`src/rtl/uart_pkg.sv`:
```
// Shared UART definitions: FSM state encoding, default line rate and widths.
package uart_pkg;

   localparam int unsigned CLKS_PER_BIT_DEF = 100;   // 1000 kbps at 100 MHz
   localparam int unsigned CNT_W            = 16;    // bit-period counter width
   localparam int unsigned DATA_W           = 8;     // payload byte width
   localparam int unsigned IDX_W            = 3;     // data bit index width

   typedef enum logic [1:0] {
      IDLE  = 2'd0,
      START = 2'd1,
      DATA  = 2'd2,
      STOP  = 2'd3
   } tx_state_t;

endpackage

```
`src/rtl/tx_uart_module_if.sv`:
```
// Transmit request/status bundle between a byte source and the UART transmitter.
//   TX_En      : one-cycle send request (source -> tx)
//   TX_Data    : byte to send, sampled on the accepting edge (source -> tx)
//   TX_Pin_Out : serial line, idle high (tx -> line)
//   TX_Busy    : frame in progress (tx -> source)
//   TX_Done    : one-cycle end-of-frame pulse (tx -> source)
interface tx_uart_module_if;
   import uart_pkg::*;

   logic              TX_En;
   logic [DATA_W-1:0] TX_Data;
   logic              TX_Pin_Out;
   logic              TX_Busy;
   logic              TX_Done;

   modport master (
      output TX_En, TX_Data,
      input  TX_Pin_Out, TX_Busy, TX_Done
   );

   modport slave (
      input  TX_En, TX_Data,
      output TX_Pin_Out, TX_Busy, TX_Done
   );

endinterface

```
`src/rtl/tx_bps_module.sv`:
```
// Bit-period counter: counts while Count_Sig is high and raises BPS_CLK in the
// last cycle of every bit period (count == CLKS_PER_BIT-1), then wraps to 0.
//   CLK       : system clock
//   RSTn      : asynchronous active-low reset
//   Count_Sig : count enable (TX_Busy); counter held at 0 while low
//   BPS_CLK   : end-of-bit strobe
module tx_bps_module
   import uart_pkg::*;
#(
   parameter int unsigned CLKS_PER_BIT = CLKS_PER_BIT_DEF
) (
   input  logic CLK,
   input  logic RSTn,
   input  logic Count_Sig,
   output logic BPS_CLK
);

   logic [CNT_W-1:0] cnt_q;

   // Strobe is a decode of the count so the FSM sees it in the same cycle.
   assign BPS_CLK = (cnt_q == CNT_W'(CLKS_PER_BIT - 1));

   always_ff @(posedge CLK or negedge RSTn) begin
      if (!RSTn) begin
         cnt_q <= '0;
      end else if (!Count_Sig || BPS_CLK) begin
         cnt_q <= '0;
      end else begin
         cnt_q <= cnt_q + CNT_W'(1);
      end
   end

endmodule

```
`src/rtl/tx_uart_module.sv`:
```
// UART transmitter: 8N1 (or 8N2) framing, LSB first, each bit CLKS_PER_BIT cycles.
//   CLK   : system clock
//   RSTn  : asynchronous active-low reset
//   bus   : slave side of tx_uart_module_if (TX_En/TX_Data in; TX_Pin_Out,
//           TX_Busy, TX_Done out, all registered)
module tx_uart_module
   import uart_pkg::*;
#(
   parameter int unsigned CLKS_PER_BIT = CLKS_PER_BIT_DEF,
   parameter int unsigned STOP_BITS    = 1
) (
   input  logic                    CLK,
   input  logic                    RSTn,
   tx_uart_module_if.slave         bus
);

   // Value of the stop counter during the final stop bit.
   localparam logic LAST_STOP = 1'(STOP_BITS - 1);

   tx_state_t         state_q, state_d;
   logic [DATA_W-1:0] shift_q, shift_d;
   logic [IDX_W-1:0]  idx_q,   idx_d;
   logic              stop_q,  stop_d;
   logic              pin_q,   pin_d;
   logic              busy_q,  busy_d;
   logic              done_q,  done_d;
   logic              bps_clk;

   tx_bps_module #(
      .CLKS_PER_BIT (CLKS_PER_BIT)
   ) u_bps (
      .CLK       (CLK),
      .RSTn      (RSTn),
      .Count_Sig (busy_q),
      .BPS_CLK   (bps_clk)
   );

   // State and output registers.
   always_ff @(posedge CLK or negedge RSTn) begin
      if (!RSTn) begin
         state_q <= IDLE;
         shift_q <= '0;
         idx_q   <= '0;
         stop_q  <= 1'b0;
         pin_q   <= 1'b1;
         busy_q  <= 1'b0;
         done_q  <= 1'b0;
      end else begin
         state_q <= state_d;
         shift_q <= shift_d;
         idx_q   <= idx_d;
         stop_q  <= stop_d;
         pin_q   <= pin_d;
         busy_q  <= busy_d;
         done_q  <= done_d;
      end
   end

   // Next-state and next-output logic; all transitions after IDLE wait for the strobe.
   always_comb begin
      state_d = state_q;
      shift_d = shift_q;
      idx_d   = idx_q;
      stop_d  = stop_q;
      pin_d   = pin_q;
      busy_d  = busy_q;
      done_d  = 1'b0;

      unique case (state_q)
         IDLE: begin
            pin_d  = 1'b1;
            busy_d = 1'b0;
            if (bus.TX_En) begin
               shift_d = bus.TX_Data;
               busy_d  = 1'b1;
               pin_d   = 1'b0;
               state_d = START;
            end
         end
         START: begin
            if (bps_clk) begin
               pin_d   = shift_q[0];
               idx_d   = '0;
               state_d = DATA;
            end
         end
         DATA: begin
            if (bps_clk) begin
               if (idx_q != IDX_W'(DATA_W - 1)) begin
                  // Bit 1 of the current shift value is the next bit on the line.
                  shift_d = shift_q >> 1;
                  pin_d   = shift_q[1];
                  idx_d   = idx_q + IDX_W'(1);
               end else begin
                  pin_d   = 1'b1;
                  stop_d  = 1'b0;
                  state_d = STOP;
               end
            end
         end
         STOP: begin
            if (bps_clk) begin
               if (stop_q != LAST_STOP) begin
                  stop_d = stop_q + 1'b1;
               end else begin
                  busy_d  = 1'b0;
                  done_d  = 1'b1;
                  state_d = IDLE;
               end
            end
         end
         default: state_d = IDLE;
      endcase
   end

   assign bus.TX_Pin_Out = pin_q;
   assign bus.TX_Busy    = busy_q;
   assign bus.TX_Done    = done_q;

endmodule

```
`src/flat_wrapper.sv`:
```
// flat-port wrapper written by rule: the top's interface ports become plain ports
module tx_uart_module_flat import uart_pkg::*;
#(
   parameter int unsigned CLKS_PER_BIT = CLKS_PER_BIT_DEF,
   parameter int unsigned STOP_BITS    = 1
)
  (CLK, RSTn, bus_TX_En, bus_TX_Data, bus_TX_Pin_Out, bus_TX_Busy, bus_TX_Done);
  tx_uart_module_if bus_i ();
  input  logic CLK;
  input  logic RSTn;
  input wire logic [$bits(bus_i.TX_En)-1:0] bus_TX_En;
  input wire logic [$bits(bus_i.TX_Data)-1:0] bus_TX_Data;
  output wire logic [$bits(bus_i.TX_Pin_Out)-1:0] bus_TX_Pin_Out;
  output wire logic [$bits(bus_i.TX_Busy)-1:0] bus_TX_Busy;
  output wire logic [$bits(bus_i.TX_Done)-1:0] bus_TX_Done;
  assign bus_i.TX_En = bus_TX_En;
  assign bus_i.TX_Data = bus_TX_Data;
  assign bus_TX_Pin_Out = bus_i.TX_Pin_Out;
  assign bus_TX_Busy = bus_i.TX_Busy;
  assign bus_TX_Done = bus_i.TX_Done;
  tx_uart_module #(.CLKS_PER_BIT(CLKS_PER_BIT), .STOP_BITS(STOP_BITS)) u_core (.CLK(CLK), .RSTn(RSTn), .bus(bus_i));
endmodule
```
`config.mk`:
```
export PLATFORM = sky130hd
export DESIGN_NAME = tx_uart_module_flat
export DESIGN_NICKNAME = d
export VERILOG_FILES = /design/src/rtl/uart_pkg.sv /design/src/rtl/tx_uart_module_if.sv /design/src/rtl/tx_bps_module.sv /design/src/rtl/tx_uart_module.sv /design/src/flat_wrapper.sv
export SDC_FILE = /design/constraint.sdc
export NUM_CORES = 1
export LEC_CHECK = 0
export CORE_MARGIN = 2
export CORE_UTILIZATION = 62
export CTS_CLUSTER_DIAMETER = 150
export DETAILED_ROUTE_END_ITERATION = 8
export GPL_TIMING_DRIVEN = 0
export HOLD_SLACK_MARGIN = 0.12
export PLACE_DENSITY = 0.84
export SLEW_MARGIN = 20
export SYNTH_ARGS = -nofsm -noshare
export SYNTH_HDL_FRONTEND = slang
export SYNTH_SLANG_ARGS = --single-unit
export TNS_END_PERCENT = 5
```
`constraint.sdc`:
```
create_clock -name CLK -period 5.6 [get_ports CLK]
set_input_delay 1.4 -clock CLK [delete_from_list [all_inputs] [get_ports CLK]]
set_output_delay 1.4 -clock CLK [all_outputs]
set_load 0.005 [all_outputs]
```
==> results.md <==
- Status: finished, final reports clean
- Skew final: 0.0107 ns
- Root buf cell: clkbuf_4
- Final Hold Viols: 0
- Layout cells sized above 1: 11.8%
- Async SR Flop Fraction: 100%
- DIE WIDTH: 57.6 um
- CTS tree: done
- Antenna violations before repair: 0
- Post-CTS Resized: 0
- Clk sinks: 32
- Critical Path AT: 1.36 ns
- Worst vdd ir: 199 uV
- Most common cell after layout, fill and taps aside: dfrtp_1
- EDFF count, synth: 0
- Critical path type: flop to output port
- Maximum clock rate: 362 MHz
- WP data required: 4.20 ns
- Post-route ant nets: 0
- Avg Synthesized Cell Area: 10.2 sq um
- Slowest cell on crit path: dfstp_2
- Ports: 14
- Routed via count: 1,363
- Most frequent cells in the layout: dfrtp_1, nor2_1, a21oi_1, clkdlybuf4s50_1, mux2i_1
- Seq cells post-synth: 32
- Pin count of the biggest net entering global routing: 33
- Fillers: 201
- Clock-pin slew on the worst setup and hold paths: 0.09 ns
- Sequential-to-total area share from yosys stat: 45.0%
- Worst hold slack: 0.494 ns
- Area grow syn2layout: 12.5%
- Clock H-tree levels: 2
- Min Tclk post-route: 2.76 ns
- Setup Buffers After CTS: 0
- Max clock buf depth: 2
- Crit path launch type: flop
- Setup violators final: 0
- Cell variety after synth: 41
- MaxCap Viol Count: 0
- Area of the multi-input gates: 921 sq um
- HP Class: flop to flop
- Nets: 213
- Die area: 0.00332 sq mm
- First-pass DRT Iterations: 4
- Bufs and invs on worst path: 1
- Top Family by Delay on Critical Path: flip-flops
- Routed length per instance: 14.7 um
- Critical Path Sink Type: output port
- Max Slew Vio Count: 0
- Core area: 0.00273 sq mm
- # rows: 19
- Lkg Pwr: 0.798 nW
- Ant diodes: 0
- P per Cell Area: 192 mW/mm^2
- Vias in the first global route: 1,382
- Placer Congestion: 0.865
- Final worst-path cycle share: 49.3%
- Critical-path cell list: clkdlybuf4s50_1
- RSZ-0062 raised after global routing: no
- Total Power: 0.000384 W
- Iteration-0 DRC Markers: 23
- Clock latency on the worst-skew pair: 0.35 ns
- Number of port buffers: 13
- DR DRC count: 0
- Relative slew slack: 54.7%
- Sequential cell area: 802 sq um
- Post-Syn Nets: 193
- Vias per cell: 6.03
- Slew @ Worst Pin: 0.680 ns
- Total Neg Setup Slack: 0 ns
- Synth Cell Area: 0.00178 sq mm
- Slowest stage delay, CP: 0.53 ns
- DP Wirelength: 2.47 mm
- Hold Buf Count CTS: 0
- Die Ht: 57.6 um
- First-pass GRT wire length: 6.00 mm
- Total of warnings raised by yosys: 0
- Starting Density: 65.1%
- Total GRT Usage: 23.9%
- CP Max Fanout: 2
- CTS buffer count: 5
- Final WL: 3.32 mm
- Post-synthesis instance total: 174
- Top_reg_cell synth: dfrtp_1
- GRT overflow: 0
-- where the power goes --
part | internal [W] | switching, W
combinational | 0.00000627 | 0.00000601
clock | 0.0000619 | 0.0000786
sequential | 0.000231 | 0.000000230
-- cell usage after synthesis (2+ instances only) --
cell / count / area [sq um]
xnor2_1: 5 / 43.8
o22ai_1: 7 / 43.8
nand3_1: 6 / 30.0
mux2i_1: 11 / 110
and4_1: 2 / 17.5
o21ai_0: 7 / 35.0
clkbuf_1: 2 / 7.51
nand4_1: 4 / 25.0
nand2_1: 7 / 26.3
nor2b_1: 2 / 12.5
or3_1: 6 / 37.5
or2_2: 7 / 43.8
xor2_1: 4 / 35.0
dfrtp_1: 31 / 776
and3_1: 2 / 12.5
a21oi_1: 12 / 60.1
ha_1: 8 / 100
nor4_1: 3 / 18.8
and2_1: 3 / 18.8
inv_1: 8 / 30.0
o2bb2ai_1: 4 / 35.0
nor2_1: 14 / 52.6
-- area by class of cell --
type	count	area share, %
plain buffers	4	1.19
multi-input cells	129	46.0
clock buffers	8	2.94
repair buffers	13	6.25
well taps	31	1.94
inverters	9	1.69
flip-flops and latches	32	40.0
-- cells by family (layout without fill, tap and decap cells) --
kind of cell               count (synthesis)  count (layout)  share of synthesized area (%)
AOI/OAI and AO/OA                         37              37                           13.0
xor gates and xnor gates                   9               9                           4.43
adders and majority gates                  8               8                           5.62
buffers and inverters                     13              34                           3.23
DFF                                       32              32                           45.0
muxes                                     13              13                           7.45
and+or+nand+nor                           62              62                           21.2
-- per-stage QoR --
step / utilization [%] / setup WS (ns) / instance area (sq um) / cells
floorplan: - / 3.26 / 1780 / 174
global placement: 71.3 / 2.58 / 1950 / 218
CTS: 73.3 / 2.82 / 2000 / 226
finish: 73.3 / 2.84 / 2000 / 226
detailed placement: 71.1 / 2.55 / 1940 / 218
global route: 73.3 / 2.78 / 2000 / 226
-- worst paths after layout --
kind                                  startpoint                      to  slack (ns)  depth (start not counted)
max                        u_core.bus.TX_Pin_Out          bus_TX_Pin_Out        2.84                          1
min                        u_core.u_bps.cnt_q[0]   u_core.u_bps.cnt_q[0]        0.49                          1
max reg2reg                    u_core.state_q[0]       u_core.shift_q[7]        3.39                          6
min reg2reg                u_core.u_bps.cnt_q[0]   u_core.u_bps.cnt_q[0]        0.49                          1
max in group asynchronous                   RSTn       u_core.shift_q[0]        4.08                          1
min in group asynchronous                   RSTn  u_core.u_bps.cnt_q[11]        1.08                          1
-- sequential cells by signal, indices dropped and copies added (netlist names) --
| signal | flops |
|---|---|
| u_core.u_bps.cnt_q | 16 |
| u_core.bus.TX_Done | 1 |
| u_core.idx_q | 3 |
| u_core.shift_q | 8 |
| u_core.bus.TX_Pin_Out | 1 |
| u_core.state_q | 2 |
| u_core.bus.TX_Busy | 1 |
-- metal layers --
metal,routed length (um),global-route usage (%),up-vias
met5,0,0,-
met4,77,12.3,0
met3,120,7.48,8
met2,1730,40.7,24
met1,1400,26.7,659
li1,-,-,672
(Power assumes the default switching activity.)
